**src/rtl/fetch_unit.sv**
```systemverilog
// ----------------------------------------------------------------------------
// fetch_unit
//
// Instruction fetch front end for a pipelined core. It issues word requests
// to an instruction memory with a valid/grant handshake and tracks up to two
// requests in flight. Responses come back in request order, and each one is
// placed in a two-entry instruction buffer. The head of that buffer is shown
// to the fetch/decode pipeline register.
//
// A redirect (taken branch or jump) does three things in one edge:
//   - reloads the fetch PC,
//   - flushes the buffer,
//   - marks every in-flight request as discard.
// A discarded response still pops its outstanding slot, so the memory and
// this block stay in step, but its data never reaches the buffer.
//
// Parameters:
//   RESET_PC     first fetch address after reset
//
// Ports:
//   clk          rising-edge clock
//   rst_n        asynchronous active-low reset
//   StallF       decode is holding; the head instruction is not consumed
//   PCSrcE       redirect request; PCTargetE is the new fetch address
//   PCTargetE    redirect target
//   imem_req     request valid (imem_addr is the fetch PC)
//   imem_addr    request address
//   imem_gnt     memory accepts the request this cycle
//   imem_rvalid  response valid
//   imem_rdata   response instruction word
//   InstrF       head instruction, or NOP when the buffer is empty
//   PCF          PC of InstrF, or 0 when the buffer is empty
//   ValidF       InstrF/PCF hold a real fetched instruction
// ----------------------------------------------------------------------------
module fetch_unit #(
    parameter logic [31:0] RESET_PC = 32'h00000000
) (
    input  logic        clk,
    input  logic        rst_n,
    input  logic        StallF,
    input  logic        PCSrcE,
    input  logic [31:0] PCTargetE,
    output logic        imem_req,
    output logic [31:0] imem_addr,
    input  logic        imem_gnt,
    input  logic        imem_rvalid,
    input  logic [31:0] imem_rdata,
    output logic [31:0] InstrF,
    output logic [31:0] PCF,
    output logic        ValidF
);

    localparam logic [31:0] NOP_INSTR = 32'h00000013;

    // Fetch PC: the address of the next request.
    logic [31:0]       pc_q, pc_d;

    // Outstanding-address FIFO. Entry 0 is the oldest request.
    logic [1:0][31:0]  opc_q, opc_d;
    logic [1:0]        odisc_q, odisc_d;
    logic [1:0]        ocnt_q, ocnt_d;

    // Instruction buffer. Entry 0 is the head.
    logic [1:0][31:0]  bpc_q, bpc_d;
    logic [1:0][31:0]  binstr_q, binstr_d;
    logic [1:0]        bcnt_q, bcnt_d;

    logic [1:0]        live_cnt;
    logic [2:0]        occupancy;
    logic              accept;
    logic              resp;
    logic              resp_keep;
    logic              valid_f;
    logic              pop_head;

    // Count the in-flight requests whose data will land in the buffer.
    // Discarded slots do not count here.
    always_comb begin
        live_cnt = {1'b0, (ocnt_q != 2'd0) && !odisc_q[0]}
                 + {1'b0, (ocnt_q == 2'd2) && !odisc_q[1]};
    end

    // Issue control.
    // Live requests plus buffered words must leave room in the buffer.
    // Discarded requests still hold FIFO slots until their responses drain.
    // Once raised, the request can only drop on a redirect, because neither
    // a response nor a head pop can raise the occupancy.
    always_comb begin
        occupancy = {1'b0, live_cnt} + {1'b0, bcnt_q};
        imem_req  = rst_n && !PCSrcE && (occupancy < 3'd2) && (ocnt_q < 2'd2);
        imem_addr = pc_q;
        accept    = imem_req && imem_gnt;
        resp      = imem_rvalid && (ocnt_q != 2'd0);
        resp_keep = resp && !odisc_q[0] && !PCSrcE;
        valid_f   = (bcnt_q != 2'd0);
        pop_head  = valid_f && !StallF && !PCSrcE;
    end

    // Head of the buffer is presented combinationally. This lets a word that
    // was written at an edge be visible right after that edge.
    always_comb begin
        ValidF = valid_f;
        InstrF = valid_f ? binstr_q[0] : NOP_INSTR;
        PCF    = valid_f ? bpc_q[0] : 32'h00000000;
    end

    // Fetch PC. A redirect wins over a grant; no grant is possible in a
    // redirect cycle anyway, since imem_req is low then.
    always_comb begin
        pc_d = pc_q;
        if (PCSrcE) begin
            pc_d = PCTargetE;
        end else if (accept) begin
            pc_d = pc_q + 32'd4;
        end
    end

    // Outstanding FIFO.
    // The pop happens first, so a push in the same cycle lands behind the
    // surviving entry. Any response pops a slot, even one dropped by a
    // redirect, so the FIFO stays aligned with the memory.
    always_comb begin
        opc_d   = opc_q;
        odisc_d = odisc_q;
        ocnt_d  = ocnt_q;
        if (resp) begin
            opc_d[0]   = opc_q[1];
            odisc_d[0] = odisc_q[1];
            ocnt_d     = ocnt_q - 2'd1;
        end
        if (PCSrcE) begin
            odisc_d = 2'b11;
        end
        if (accept) begin
            opc_d[ocnt_d[0]]   = pc_q;
            odisc_d[ocnt_d[0]] = 1'b0;
            ocnt_d             = ocnt_d + 2'd1;
        end
    end

    // Instruction buffer.
    // The pop happens first, so a write and a pop in the same cycle leave
    // the occupancy unchanged. The issue rule prevents a live response from
    // arriving when the buffer is full; the bcnt_d check only keeps the
    // write index in range.
    always_comb begin
        bpc_d    = bpc_q;
        binstr_d = binstr_q;
        bcnt_d   = bcnt_q;
        if (pop_head) begin
            bpc_d[0]    = bpc_q[1];
            binstr_d[0] = binstr_q[1];
            bcnt_d      = bcnt_q - 2'd1;
        end
        if (resp_keep && (bcnt_d != 2'd2)) begin
            bpc_d[bcnt_d[0]]    = opc_q[0];
            binstr_d[bcnt_d[0]] = imem_rdata;
            bcnt_d              = bcnt_d + 2'd1;
        end
        if (PCSrcE) begin
            bcnt_d = 2'd0;
        end
    end

    // State registers.
    // Reset empties both queues at once. Any response that arrives later
    // finds no outstanding slot and is ignored.
    always_ff @(posedge clk or negedge rst_n) begin
        if (!rst_n) begin
            pc_q     <= RESET_PC;
            opc_q    <= '0;
            odisc_q  <= '0;
            ocnt_q   <= 2'd0;
            bpc_q    <= '0;
            binstr_q <= '0;
            bcnt_q   <= 2'd0;
        end else begin
            pc_q     <= pc_d;
            opc_q    <= opc_d;
            odisc_q  <= odisc_d;
            ocnt_q   <= ocnt_d;
            bpc_q    <= bpc_d;
            binstr_q <= binstr_d;
            bcnt_q   <= bcnt_d;
        end
    end

endmodule
```
**config.mk**
```make
export PLATFORM = sky130hd
export DESIGN_NAME = fetch_unit
export DESIGN_NICKNAME = d
export VERILOG_FILES = /design/src/rtl/fetch_unit.sv
export SDC_FILE = /design/constraint.sdc
export NUM_CORES = 1
export LEC_CHECK = 0
export ABC_AREA = 1
export BUFFER_PORTS_ARGS = -buffer_cell sky130_fd_sc_hd__buf_4
export CORE_ASPECT_RATIO = 1.2
export CORE_MARGIN = 2
export CORE_UTILIZATION = 62
export DETAILED_ROUTE_END_ITERATION = 6
export PLACE_DENSITY = 0.87
export SYNTH_ARGS = -nofsm -noshare
export SYNTH_HDL_FRONTEND = slang
export SYNTH_SLANG_ARGS = --single-unit
```
**constraint.sdc**
```tcl
create_clock -name clk -period 3.8 [get_ports clk]
set_input_delay 0.76 -clock clk [delete_from_list [all_inputs] [get_ports clk]]
set_output_delay 0.76 -clock clk [all_outputs]
set_load 0.02 [all_outputs]
```
After elaboration in Yosys (flattened, before gate mapping)
Index checks and enable logic that the tools add are counted.
- bits in registers: 230
- output and inout bits: 98
- logic and storage cells: 75
- add/sub/neg operators: 7
- order comparisons: 6
- eq/ne operators: 2
- muxes and demuxes: 27
- bitwise gates (word level): 2
- reductions and logical operators: 21
- operators by type and width (cell ; number):
    $mux W32 ; 12
    $bwmux W64 ; 3
    $demux W32 S1 ; 2
    $add A32 B3 Y32 const B ; 1
    $logic_and A1 B1 Y1 ; 14
    $mux W2 ; 7
    $reduce_bool A2 Y1 ; 3
    $add A2 B1 Y2 const B ; 2
    $logic_not A1 Y1 ; 4
    $lt A1 B2 Y1 const B ; 2
    $sub A2 B1 Y2 const B ; 2
    $add A2 B2 Y3 ; 1
    $lt A3 B2 Y1 const B ; 1
    $add A1 B1 Y2 ; 1
    $and A2 B2 Y2 ; 1
    $eq A2 B2 Y1 const B ; 1
    $ge A1 B1 Y1 const B ; 2
    $lt A2 B2 Y1 const B ; 1
    $mux W1 ; 2
    $ne A2 B2 Y1 const B ; 1
    $not A2 Y2 ; 1
    $demux W1 S1 ; 1

Logic depth before layout (Yosys ltp)
Gate-level depths: netlist of run 1.
- depth in word-level cells: 10
- gate-level depth with buffers: 17
- depth with buffers taken out: 13

Worst setup path after synthesis of run 1
No wires, ideal clock.
- kind: in2reg
- start: in PCSrcE
- end: reg opc_q[63] (netlist bit)
- setup time: 0.133 ns
- data arrival time: 2.405 ns
- slack: 1.262 ns
- stages on the path: 10
- path buffers: 5
- cell sequence: buf_4 inv_2 buf_6 nand3b_4 nor3_2 buf_2 ha_1 clkbuf_1 clkbuf_1 a21oi_1
- word-level cells in the longest chain between the ends: 5
- RTL lines (what ; RTL line ; source):
    start: declaration ; 41 ; input logic PCSrcE,
    $logic_not A1 Y1 ; 90 ; imem_req = rst_n && !PCSrcE && (occupancy < 3'd2) && (ocnt_q < 2'd2);
    $logic_and A1 B1 Y1 (3 in a row) ; 90 ;
    $logic_and A1 B1 Y1 ; 92 ; accept = imem_req && imem_gnt;
    end signal: assignment ; 179 ; opc_q <= opc_d;
    end: declaration ; 59 ; logic [1:0][31:0] opc_q, opc_d;
Every way passes these cells.
A chain may end at the register's enable or synchronous reset.

Final worst setup path of run 1
- start: reg bcnt_q[0]
- end: out InstrF[4]
- word-level cells in the longest chain between the ends: 2
- RTL lines (what ; RTL line ; source):
    start: declaration ; 66 ; logic [1:0] bcnt_q, bcnt_d;
    start signal: assignment ; 184 ; bcnt_q <= bcnt_d;
    $reduce_bool A2 Y1 ; 95 ; valid_f = (bcnt_q != 2'd0);
    $mux W32 ; 103 ; InstrF = valid_f ? binstr_q[0] : NOP_INSTR;
    end: declaration ; 48 ; output logic [31:0] InstrF,
Every way passes these cells.

==> impl_metrics.csv, run 1 <==
group,metric,value,unit
place,dp_hpwl,17.3,mm
critical_path,crit_chain,"inv_1 > ha_2 > buf_4 > inv_1 > nand2_1 > buf_4",
clock_tree,cts_root_buffer,"clkbuf_16",
clock_tree,clkLatencyLatePin,510,ps
sta,worst_pin_slew,1030,ps
logic_synthesis,syn_nets,1597,
critical_path,required,3040,ps
critical_path,r2r-start,"ocnt_q[1]",
critical_path,critPathTopFamily,"buffers and inverters",
clock_tree,cts_buffers,23,
run,drv_cap,0,
sta,max_slew_margin,31.3,%
route,drt-vias-per-instance,5.30,
min_path,hold_path.class,"in -> async",
route,drtIter0Drc,827,
place,portBuffers,167,
critical_path,reg2reg_depth,9,
floorplanning,core_area,0.0180,mm2
route,num_vias,9985,
grt,antenna_found_initial,0,
clock_tree,cts.sinks,230,
sta,setup_viol,0,
grt,grt_max_degree,84,
sta,grt_setup_unrepaired,"false",
clock_tree,clk_path_buf_depth,3,
sta,fin_crit_sh,79.3,%
clock_tree,post-cts-setup-buffer-count,0,
sta,finalCriticalPeriod,3010,ps
grt,track_usage,27.3,%
critical_path,reg2reg_slack,1100,ps
sta,finalSetupTns,0,ps
floorplanning,row_count,54,
floorplanning,die_h,152,um
floorplanning,ios,168,
critical_path,crit_cells,6,
floorplanning,start_util,62.9,%
layout,nFillCells,1394,
sta,clock_skew,10.9,ps
pwr,p_per_area,686,mW/mm2
critical_path,worst-path-buf-inv,4,
logic_synthesis,synth.distinct_cells,33,
clock_tree,clk_pin_slew,60,ps
logic_synthesis,yosys_warnings,0,
clock_tree,htreeDepth,1,
critical_path,cp_max_fo,62,
logic_synthesis,yosysSeqAreaShare,50.7,%
route,postRouteWirelength,26.2,mm
layout,drive_above_1_share,14.3,%
place,routabilityCongestion,0.869,
sta,max_freq,332,MHz
status,run_status,"completed",
critical_path,critPathCaptureType,"output pin",
grt,grt_pass1_wl,44.4,mm
pwr,p_leak,7.26,nW
clock_tree,cts_hold_buffers,0,
critical_path,critical_path_arrival,2250,ps
clock_tree,tritoncts,"built",
floorplanning,die_width,127,um
logic_synthesis,netlist_instances,1520,
route,antenna_left,0,
pwr,vdd.ir_drop.worst,0.403,mV
sta,slew_viol_final,0,
layout,finish.net_count,1720,
layout,antenna_cells,0,
logic_synthesis,synth_area_per_cell,7.46,um2
layout,final_util,74.5,%
critical_path,crit_slowest_cell,"buf_4",
logic_synthesis,netlist_area,0.0113,mm2
route,drc,0,
route,drtPass1Iterations,5,
grt,grt_pass1_vias,9424,
clock_tree,post_cts_resized,0,
logic_synthesis,ys_ff_latch,230,
pwr,power,0.00921,W
layout,area_growth,18.5,%
critical_path,crit_start,"bcnt_q[0]",
critical_path,start_kind,"flip-flop",
critical_path,crit_type,"reg -> out",
critical_path,cpPeakStageDelay,530,ps
route,wl_per_cell,13.9,um
grt,overflow,0,
sta,hold_viol,0,
floorplanning,die_area,0.0194,mm2
per-stage QoR:
step	setup WS, ps	hold WS, ps	instances	area [um2]
floorplan	1260	454	1520	11300
global placement	900	466	1842	12700
detailed placement	793	474	1842	12700
CTS	756	111	1883	13400
global route	660	112	1883	13400
finish	787	105	1883	13400
power breakdown:
part | total [W] | internal (W) | switching [W]
Clock | 0.00233 | 0.00140 | 0.000929
Combinational | 0.00301 | 0.00112 | 0.00189
Sequential | 0.00388 | 0.00340 | 0.000472
worst register-to-register path, cell delays in order (launching register included):
cell	delay [ps]
dfrtp_1	400
inv_1	130
ha_1	190
nor2_1	50
ha_1	280
nand3_1	90
nand2_1	100
nor3_4	150
ha_2	870
o21ai_0	270
worst paths after layout:
kind	to
min in group clk	imem_addr[0]
worst min-delay path	binstr_q[3]
worst min register to register	bpc_q[58]
worst max register to register	opc_q[45]
worst max-delay path	InstrF[4]
max in group asynchronous	opc_q[45]
logic make-up after synthesis:
group | Yosys count | share of synthesized area (%)
adder cells (fa/ha/maj) | 7 | 0.772
AO/OA/AOI/OAI | 286 | 13.0
XOR/XNOR | 8 | 0.684
AND/OR/NAND/NOR | 691 | 24.3
buffers and inverters | 298 | 10.5
flip-flops | 230 | 50.7
cell type report:
type,count,area (um2),share of cell area (%)
repair buffers,181,1390,10.4
flip-flops and latches,230,5760,42.8
clock buffers,32,649,4.83
inverters,215,807,6.01
well taps,224,280,2.09
multi-input cells,992,4430,32.9
clock inverters,9,126,0.940
cell usage after synthesis:
cell type | instances | area [um2]
o21ai_2 | 5 | 43.8
clkinv_1 | 1 | 3.75
clkbuf_1 | 46 | 173
buf_1 | 4 | 15.0
nand4_1 | 1 | 6.26
nor3_2 | 1 | 10.0
inv_1 | 211 | 792
buf_4 | 1 | 7.51
inv_2 | 3 | 11.3
dfrtp_1 | 230 | 5760
nand3_4 | 1 | 17.5
xor2_2 | 1 | 16.3
o21ai_0 | 197 | 986
nand2_1 | 436 | 1640
ha_1 | 7 | 87.6
nand2_2 | 1 | 6.26
and2_1 | 1 | 6.26
nand3b_1 | 1 | 7.51
buf_6 | 5 | 56.3
nand3_1 | 75 | 375
or2_2 | 1 | 6.26
nor2_1 | 169 | 634
o21ai_1 | 10 | 50.1
buf_2 | 27 | 135
a21oi_1 | 66 | 330
xnor2_1 | 5 | 43.8
nor3_1 | 1 | 5.00
a22oi_1 | 1 | 7.51
o21bai_1 | 7 | 52.6
nand3b_4 | 1 | 20.0
xor2_1 | 2 | 17.5
nor2_2 | 1 | 6.26
nor2_8 | 1 | 20.0
registers in the layout, indices dropped and copies added, names as in the netlist:
register   flops
ocnt_q         2
odisc_q        2
binstr_q      64
bcnt_q         2
imem_addr     32
opc_q         64
bpc_q         64
metal layers:
layer	global-route usage, %	vias up	wire length, um
met2	45.6	317	13000
met1	37.7	4687	11200
met3	3.16	46	1350
met5	0	-	0
met4	8.58	0	647
li1	-	4935	-
placed cells by master (no fill, tap or decap), types with 5 or more instances in the layout:
master,n
o21bai_1,7
nor2_1,169
dfrtp_1,230
xnor2_1,5
ha_1,5
inv_1,211
clkbuf_16,23
nand2_1,433
o21ai_2,5
nand3_1,75
o21ai_0,197
o21ai_1,10
clkbuf_1,5
a21oi_1,66
buf_4,178
Note: power is estimated with default switching activity, not from simulation.
==> run 2, diff against run 1 <==
--- a/config.mk
+++ b/config.mk
@@ -9,9 +9,9 @@
 export BUFFER_PORTS_ARGS = -buffer_cell sky130_fd_sc_hd__buf_4
 export CORE_ASPECT_RATIO = 1.2
 export CORE_MARGIN = 2
-export CORE_UTILIZATION = 62
+export CORE_UTILIZATION = 52
 export DETAILED_ROUTE_END_ITERATION = 6
-export PLACE_DENSITY = 0.87
+export PLACE_DENSITY = 0.78
 export SYNTH_ARGS = -nofsm -noshare
 export SYNTH_HDL_FRONTEND = slang
 export SYNTH_SLANG_ARGS = --single-unit
==> constraint.sdc (replaced) <==
create_clock -name clk -period 2.4 [get_ports clk]
set_input_delay 0.48 -clock clk [delete_from_list [all_inputs] [get_ports clk]]
set_output_delay 0.48 -clock clk [all_outputs]
set_load 0.02 [all_outputs]
==> impl_metrics.csv, run 2 (synthesis gave the netlist of run 1 again) <==
group,metric,value,unit
sta,max_freq,415,MHz
status,failed_checks,"negative setup slack",
route,drtPass1Iterations,5,
min_path,holdPathStages,3,
grt,antenna_found_initial,0,
critical_path,crit_chain,"inv_2 > ha_4 > nor2_2 > ha_1 > nand3_2 > nand2_4 > nor2_4 > buf_6",
grt,grt_pass1_vias,9448,
sta,setup_ws,-10.4,ps
critical_path,critPathTopFamily,"adder cells",
min_path,hp-start,"PCTargetE[0]",
floorplanning,die_h,166,um
critical_path,cp_max_fo,3,
pwr,p_int,0.00969,W
pwr,vdd.ir_drop.worst,0.536,mV
layout,finish.net_count,1737,
run,drv_cap,0,
clock_tree,tritoncts,"built",
sta,clock_skew,11.0,ps
critical_path,start_kind,"flip-flop",
clock_tree,cts_buffers,23,
critical_path,reg2reg_depth,12,
critical_path,critical_path_arrival,1930,ps
pwr,clkPwrFrac,26.1,%
route,drc,0,
floorplanning,die_width,139,um
floorplanning,ios,168,
floorplanning,row_count,59,
layout,mostFrequentLayoutCell,"nand2_1",
layout,antenna_cells,0,
min_path,whs_endpoint,"imem_addr[0]",
sta,grt_setup_unrepaired,"true",
route,wl_per_cell,13.7,um
pwr,swShare,35.2,%
critical_path,r2r-start,"bcnt_q[0]",
pwr,p_leak,7.41,nW
pwr,p_switching,0.00526,W
pwr,comb_power_share,33.0,%
layout,nFillCells,1881,
floorplanning,core_area,0.0216,mm2
layout,multi_input_area,0.00448,mm2
route,num_vias,9836,
clock_tree,cts.sinks,230,
grt,track_usage,23.1,%
sta,fin_crit_sh,100,%
sta,finalCriticalPeriod,2410,ps
sta,whs,164,ps
sta,slew_viol_final,0,
layout,drive_above_1_share,16.0,%
critical_path,cpPeakStageDelay,380,ps
floorplanning,die_area,0.0230,mm2
floorplanning,start_util,52.6,%
critical_path,reg2reg_slack,180,ps
critical_path,worst-path-buf-inv,2,
critical_path,crit_slowest_cell,"dfrtp_1",
layout,layout_common_cells,"431 x nand2_1, 229 x dfrtp_1, 208 x inv_1",
grt,grt_pass1_wl,45.3,mm
clock_tree,clk_pin_slew,70,ps
sta,max_slew_margin,50.4,%
critical_path,critPathCaptureType,"output pin",
route,postRouteWirelength,26.7,mm
clock_tree,clkLatencyLatePin,520,ps
pwr,p_seq_share,41.0,%
route,antenna_left,0,
clock_tree,clk_path_buf_depth,3,
grt,overflow,0,
grt,grt_max_degree,131,
place,portBuffers,167,
sta,finalSetupTns,-10.4,ps
layout,top_regs,"binstr_q x64, bpc_q x64, opc_q x64",
status,run_status,"finished with violations",
layout,area_growth,22.0,%
sta,worst_pin_slew,744,ps
sta,hold_viol,0,
critical_path,worstReg2RegEnd,"bpc_q[8]",
min_path,hold_path.class,"in -> reg",
sta,setup_viol,1,
critical_path,required,1920,ps
clock_tree,cts_root_buffer,"clkbuf_16",
place,dp_hpwl,17.7,mm
route,drt-vias-per-instance,5.04,
place,routabilityCongestion,0.872,
pwr,p_per_area,1080,mW/mm2
layout,final-seq-area,0.00576,mm2
clock_tree,htreeDepth,1,
route,drtIter0Drc,734,
critical_path,crit_type,"reg -> out",
-- run 2: repair_timing --
action	in CTS	in global routing
hold buffers	1	0
setup endpoints to repair	38	142
hold endpoints to repair	1	0
buffers inserted	3	2
pin swaps	3	1
cloned	0	1
gates resized for setup	12	14
-- run 2: through the flow --
| step | cells | utilization [%] | total power (W) | instance area, um2 | setup WS (ps) |
|---|---|---|---|---|---|
| after global placement | 1902 | 59.7 | 0.0107 | 12900 | 211 |
| after CTS | 1948 | 63.9 | 0.0150 | 13800 | -19.8 |
| after detailed placement | 1902 | 59.7 | 0.0109 | 12900 | 113 |
| after floorplan | 1520 | - | 0.00934 | 11300 | -7.43 |
| after global routing | 1951 | 64.2 | 0.0161 | 13800 | -70.0 |
| final | 1951 | 64.2 | 0.0149 | 13800 | -10.4 |
-- run 2: routing by layer --
| metal | up-vias | share of wire [%] | global-route usage (%) |
|---|---|---|---|
| li1 | 4971 | - | - |
| met1 | 4553 | 44 | 32.0 |
| met2 | 275 | 49 | 38.9 |
| met3 | 37 | 4.6 | 2.71 |
| met4 | 0 | 2.4 | 6.59 |
| met5 | - | 0 | 0 |
-- run 2: power by group through the flow --
stage	sequential, W	combinational, W	clock [W]
2_1_floorplan	0.00604	0.00330	0
3_3_place_gp	0.00609	0.00456	0
3_5_place_dp	0.00616	0.00476	0
4_1_cts	0.00611	0.00489	0.00396
5_1_grt	0.00630	0.00566	0.00413
6_report	0.00613	0.00493	0.00390
-- run 2: worst max path at each step --
stage / slack, ps / depth (start not counted) / from / end
4_1_cts: -20 / 8 / ocnt_q[0] / imem_req
3_5_place_dp: 110 / 11 / ocnt_q[1] / opc_q[30]
3_3_place_gp: 210 / 11 / ocnt_q[1] / opc_q[30]
5_1_grt: -70 / 8 / ocnt_q[0] / imem_req
2_1_floorplan: -7 / 13 / ocnt_q[1] / opc_q[51]
6_report: -10 / 8 / ocnt_q[0] / imem_req
-- run 2: final cells by class --
class                           instances  area share, %
Timing Repair inverter                  1         0.0543
Inverter                              215           5.88
Clock inverter                         11           1.17
Clock buffer                           31           4.81
Multi-Input combinational cell        992           32.4
Tap cell                              274           2.48
Timing Repair Buffer                  197           11.6
Sequential cell                       230           41.6
-- run 2: tightest hold or removal path, cell delays in order --
cell	delay [ps]
buf_4	80
nand2_1	40
nand2_1	50
==> run 3, diff against run 2 <==
--- a/config.mk
+++ b/config.mk
@@ -9,9 +9,9 @@
 export BUFFER_PORTS_ARGS = -buffer_cell sky130_fd_sc_hd__buf_4
 export CORE_ASPECT_RATIO = 1.2
 export CORE_MARGIN = 2
-export CORE_UTILIZATION = 52
+export CORE_UTILIZATION = 35
 export DETAILED_ROUTE_END_ITERATION = 6
-export PLACE_DENSITY = 0.78
+export PLACE_DENSITY = 0.56
 export SYNTH_ARGS = -nofsm -noshare
 export SYNTH_HDL_FRONTEND = slang
 export SYNTH_SLANG_ARGS = --single-unit
==> impl_metrics.csv, run 3 (synthesis gave the netlist of run 1 again) <==
group,metric,value,unit
grt,track_usage,17.1,%
sta,whs,129,ps
place,routabilityCongestion,0.802,
grt,overflow,0,
run,drv_cap,0,
sta,clock_skew,11.4,ps
pwr,p_leak,7.45,nW
sta,worst_pin_slew,929,ps
clock_tree,htreeDepth,1,
sta,setup_ws,113,ps
sta,setup_viol,0,
pwr,vdd.ir_drop.worst,0.473,mV
sta,max_slew_margin,37.9,%
floorplanning,row_count,72,
sta,slew_viol_final,0,
clock_tree,clk_path_buf_depth,3,
floorplanning,die_area,0.0339,mm2
place,dp_hpwl,19.0,mm
clock_tree,tritoncts,"built",
layout,mostFrequentLayoutCell,"nand2_1",
floorplanning,core_area,0.0321,mm2
critical_path,critPathCaptureType,"output pin",
route,postRouteWirelength,28.8,mm
route,drc,0,
layout,design_area,0.0141,mm2
critical_path,crit_slowest_cell,"dfrtp_2",
layout,drive_above_1_share,16.3,%
layout,fin_cells,2090,
sta,finalCriticalPeriod,2290,ps
sta,finalSetupTns,0,ps
grt,antenna_found_initial,0,
route,drt-vias-per-instance,4.57,
layout,top_regs,"binstr_q x64, bpc_q x64, opc_q x64",
route,antenna_left,0,
floorplanning,ios,168,
critical_path,reg2reg_slack,220,ps
layout,area_growth,23.9,%
route,num_vias,9559,
layout,layout_common_cells,"432 x nand2_1, 229 x dfrtp_1, 208 x inv_1",
floorplanning,start_util,35.4,%
sta,grt_setup_unrepaired,"false",
status,run_status,"completed",
critical_path,path_common_cell,"inv_1",
critical_path,cp_max_fo,31,
grt,grt_max_degree,153,
sta,hold_viol,0,
critical_path,critical_path_arrival,1810,ps
place,place_inst,2034,
route,drtPass1Iterations,5,
grt,grt_pass1_wl,48.0,mm
route,drtIter0Drc,597,
clock_tree,clkLatencyLatePin,520,ps
min_path,hold_path.class,"in -> async",
critical_path,start_kind,"flip-flop",
place,dpl_cell_area,0.0130,mm2
clock_tree,cts_root_buffer,"clkbuf_16",
critical_path,cpPeakStageDelay,450,ps
clock_tree,cts.sinks,230,
layout,antenna_cells,0,
sta,fin_crit_sh,95.3,%
floorplanning,die_width,168,um
place,portBuffers,167,
layout,finish.net_count,1740,
critical_path,crit_type,"reg -> out",
grt,grt_pass1_vias,9187,
place,dp_slack,61.1,ps
clock_tree,cts_buffers,26,
critical_path,required,1920,ps
pwr,p_per_area,1070,mW/mm2
route,wl_per_cell,13.8,um
critical_path,crit_chain,"inv_1 > ha_4 > buf_12 > inv_1 > nand2_1 > buf_4",
sta,max_freq,437,MHz
floorplanning,die_h,201,um
clock_tree,clk_pin_slew,60,ps
==> run 3: cell count changes in the layout (fill, tap and decap cells not counted), sizes merged <==
| cell | previous run | this run |
|---|---|---|
| clkinvlp | 3 | 0 |
| clkinv | 5 | 11 |
| bufinv | 4 | 1 |
| buf | 196 | 197 |
| inv | 215 | 214 |
| clkbuf | 31 | 37 |
==> run 3: what timing repair did <==
item,4_1_cts,5_1_grt
setup buffers,5,1
pin swaps,6,2
setup endpoints to repair,66,86
hold buffers,1,0
gates resized for setup,14,6
cloned,1,0
hold endpoints to repair,18,0
==> run 3: metrics by stage <==
step | utilization (%) | total power [W]
6_report | 43.8 | 0.0150
5_1_grt | 43.8 | 0.0163
4_1_cts | 43.7 | 0.0152
3_5_place_dp | 40.6 | 0.0109
3_3_place_gp | 40.6 | 0.0108
2_1_floorplan | - | 0.00934
==> run 3: area by class of cell <==
type	instances	area, um2
Multi-Input combinational cell	992	4480
Sequential cell	230	5760
Fill cell	3335	18000
Inverter	215	807
Clock inverter	11	87.6
Timing Repair Buffer	198	1620
Tap cell	407	509
Clock buffer	37	793
==> run 3: power breakdown <==
part / internal, W / leakage (nW) / switching (W)
logic: 0.00195 / 4.13 / 0.00298
clock network: 0.00240 / 0.446 / 0.00161
registers: 0.00539 / 2.87 / 0.000707
total: 0.00974 / 7.45 / 0.00529
==> run 3: layer usage <==
layer / track usage (%) / vias to the layer above / routed length [um]
li1: - / 4991 / -
met1: 23.8 / 4360 / 13500
met2: 28.9 / 179 / 13800
met3: 2.05 / 29 / 1090
met4: 3.48 / 0 / 452
met5: 0 / - / 0
==> run 3: critical path, delay by kind of cell, from the launching register on <==
family	cells	cell delay, ps
adder cells (fa/ha/maj)	1	210
buffers and inverters	4	550
flip-flops	1	450
AND/OR/NAND/NOR	1	70
==> run 3: final timing paths <==
kind / startpoint / to / depth (start not counted)
worst min-delay path: rst_n / bpc_q[21] / 2
worst max-delay path: bcnt_q[0] / InstrF[4] / 6
worst min register to register: bpc_q[63] / bpc_q[63] / 2
max in group asynchronous: rst_n / opc_q[54] / 2
min in group clk: PCTargetE[0] / imem_addr[0] / 3
worst max register to register: ocnt_q[1] / opc_q[25] / 12
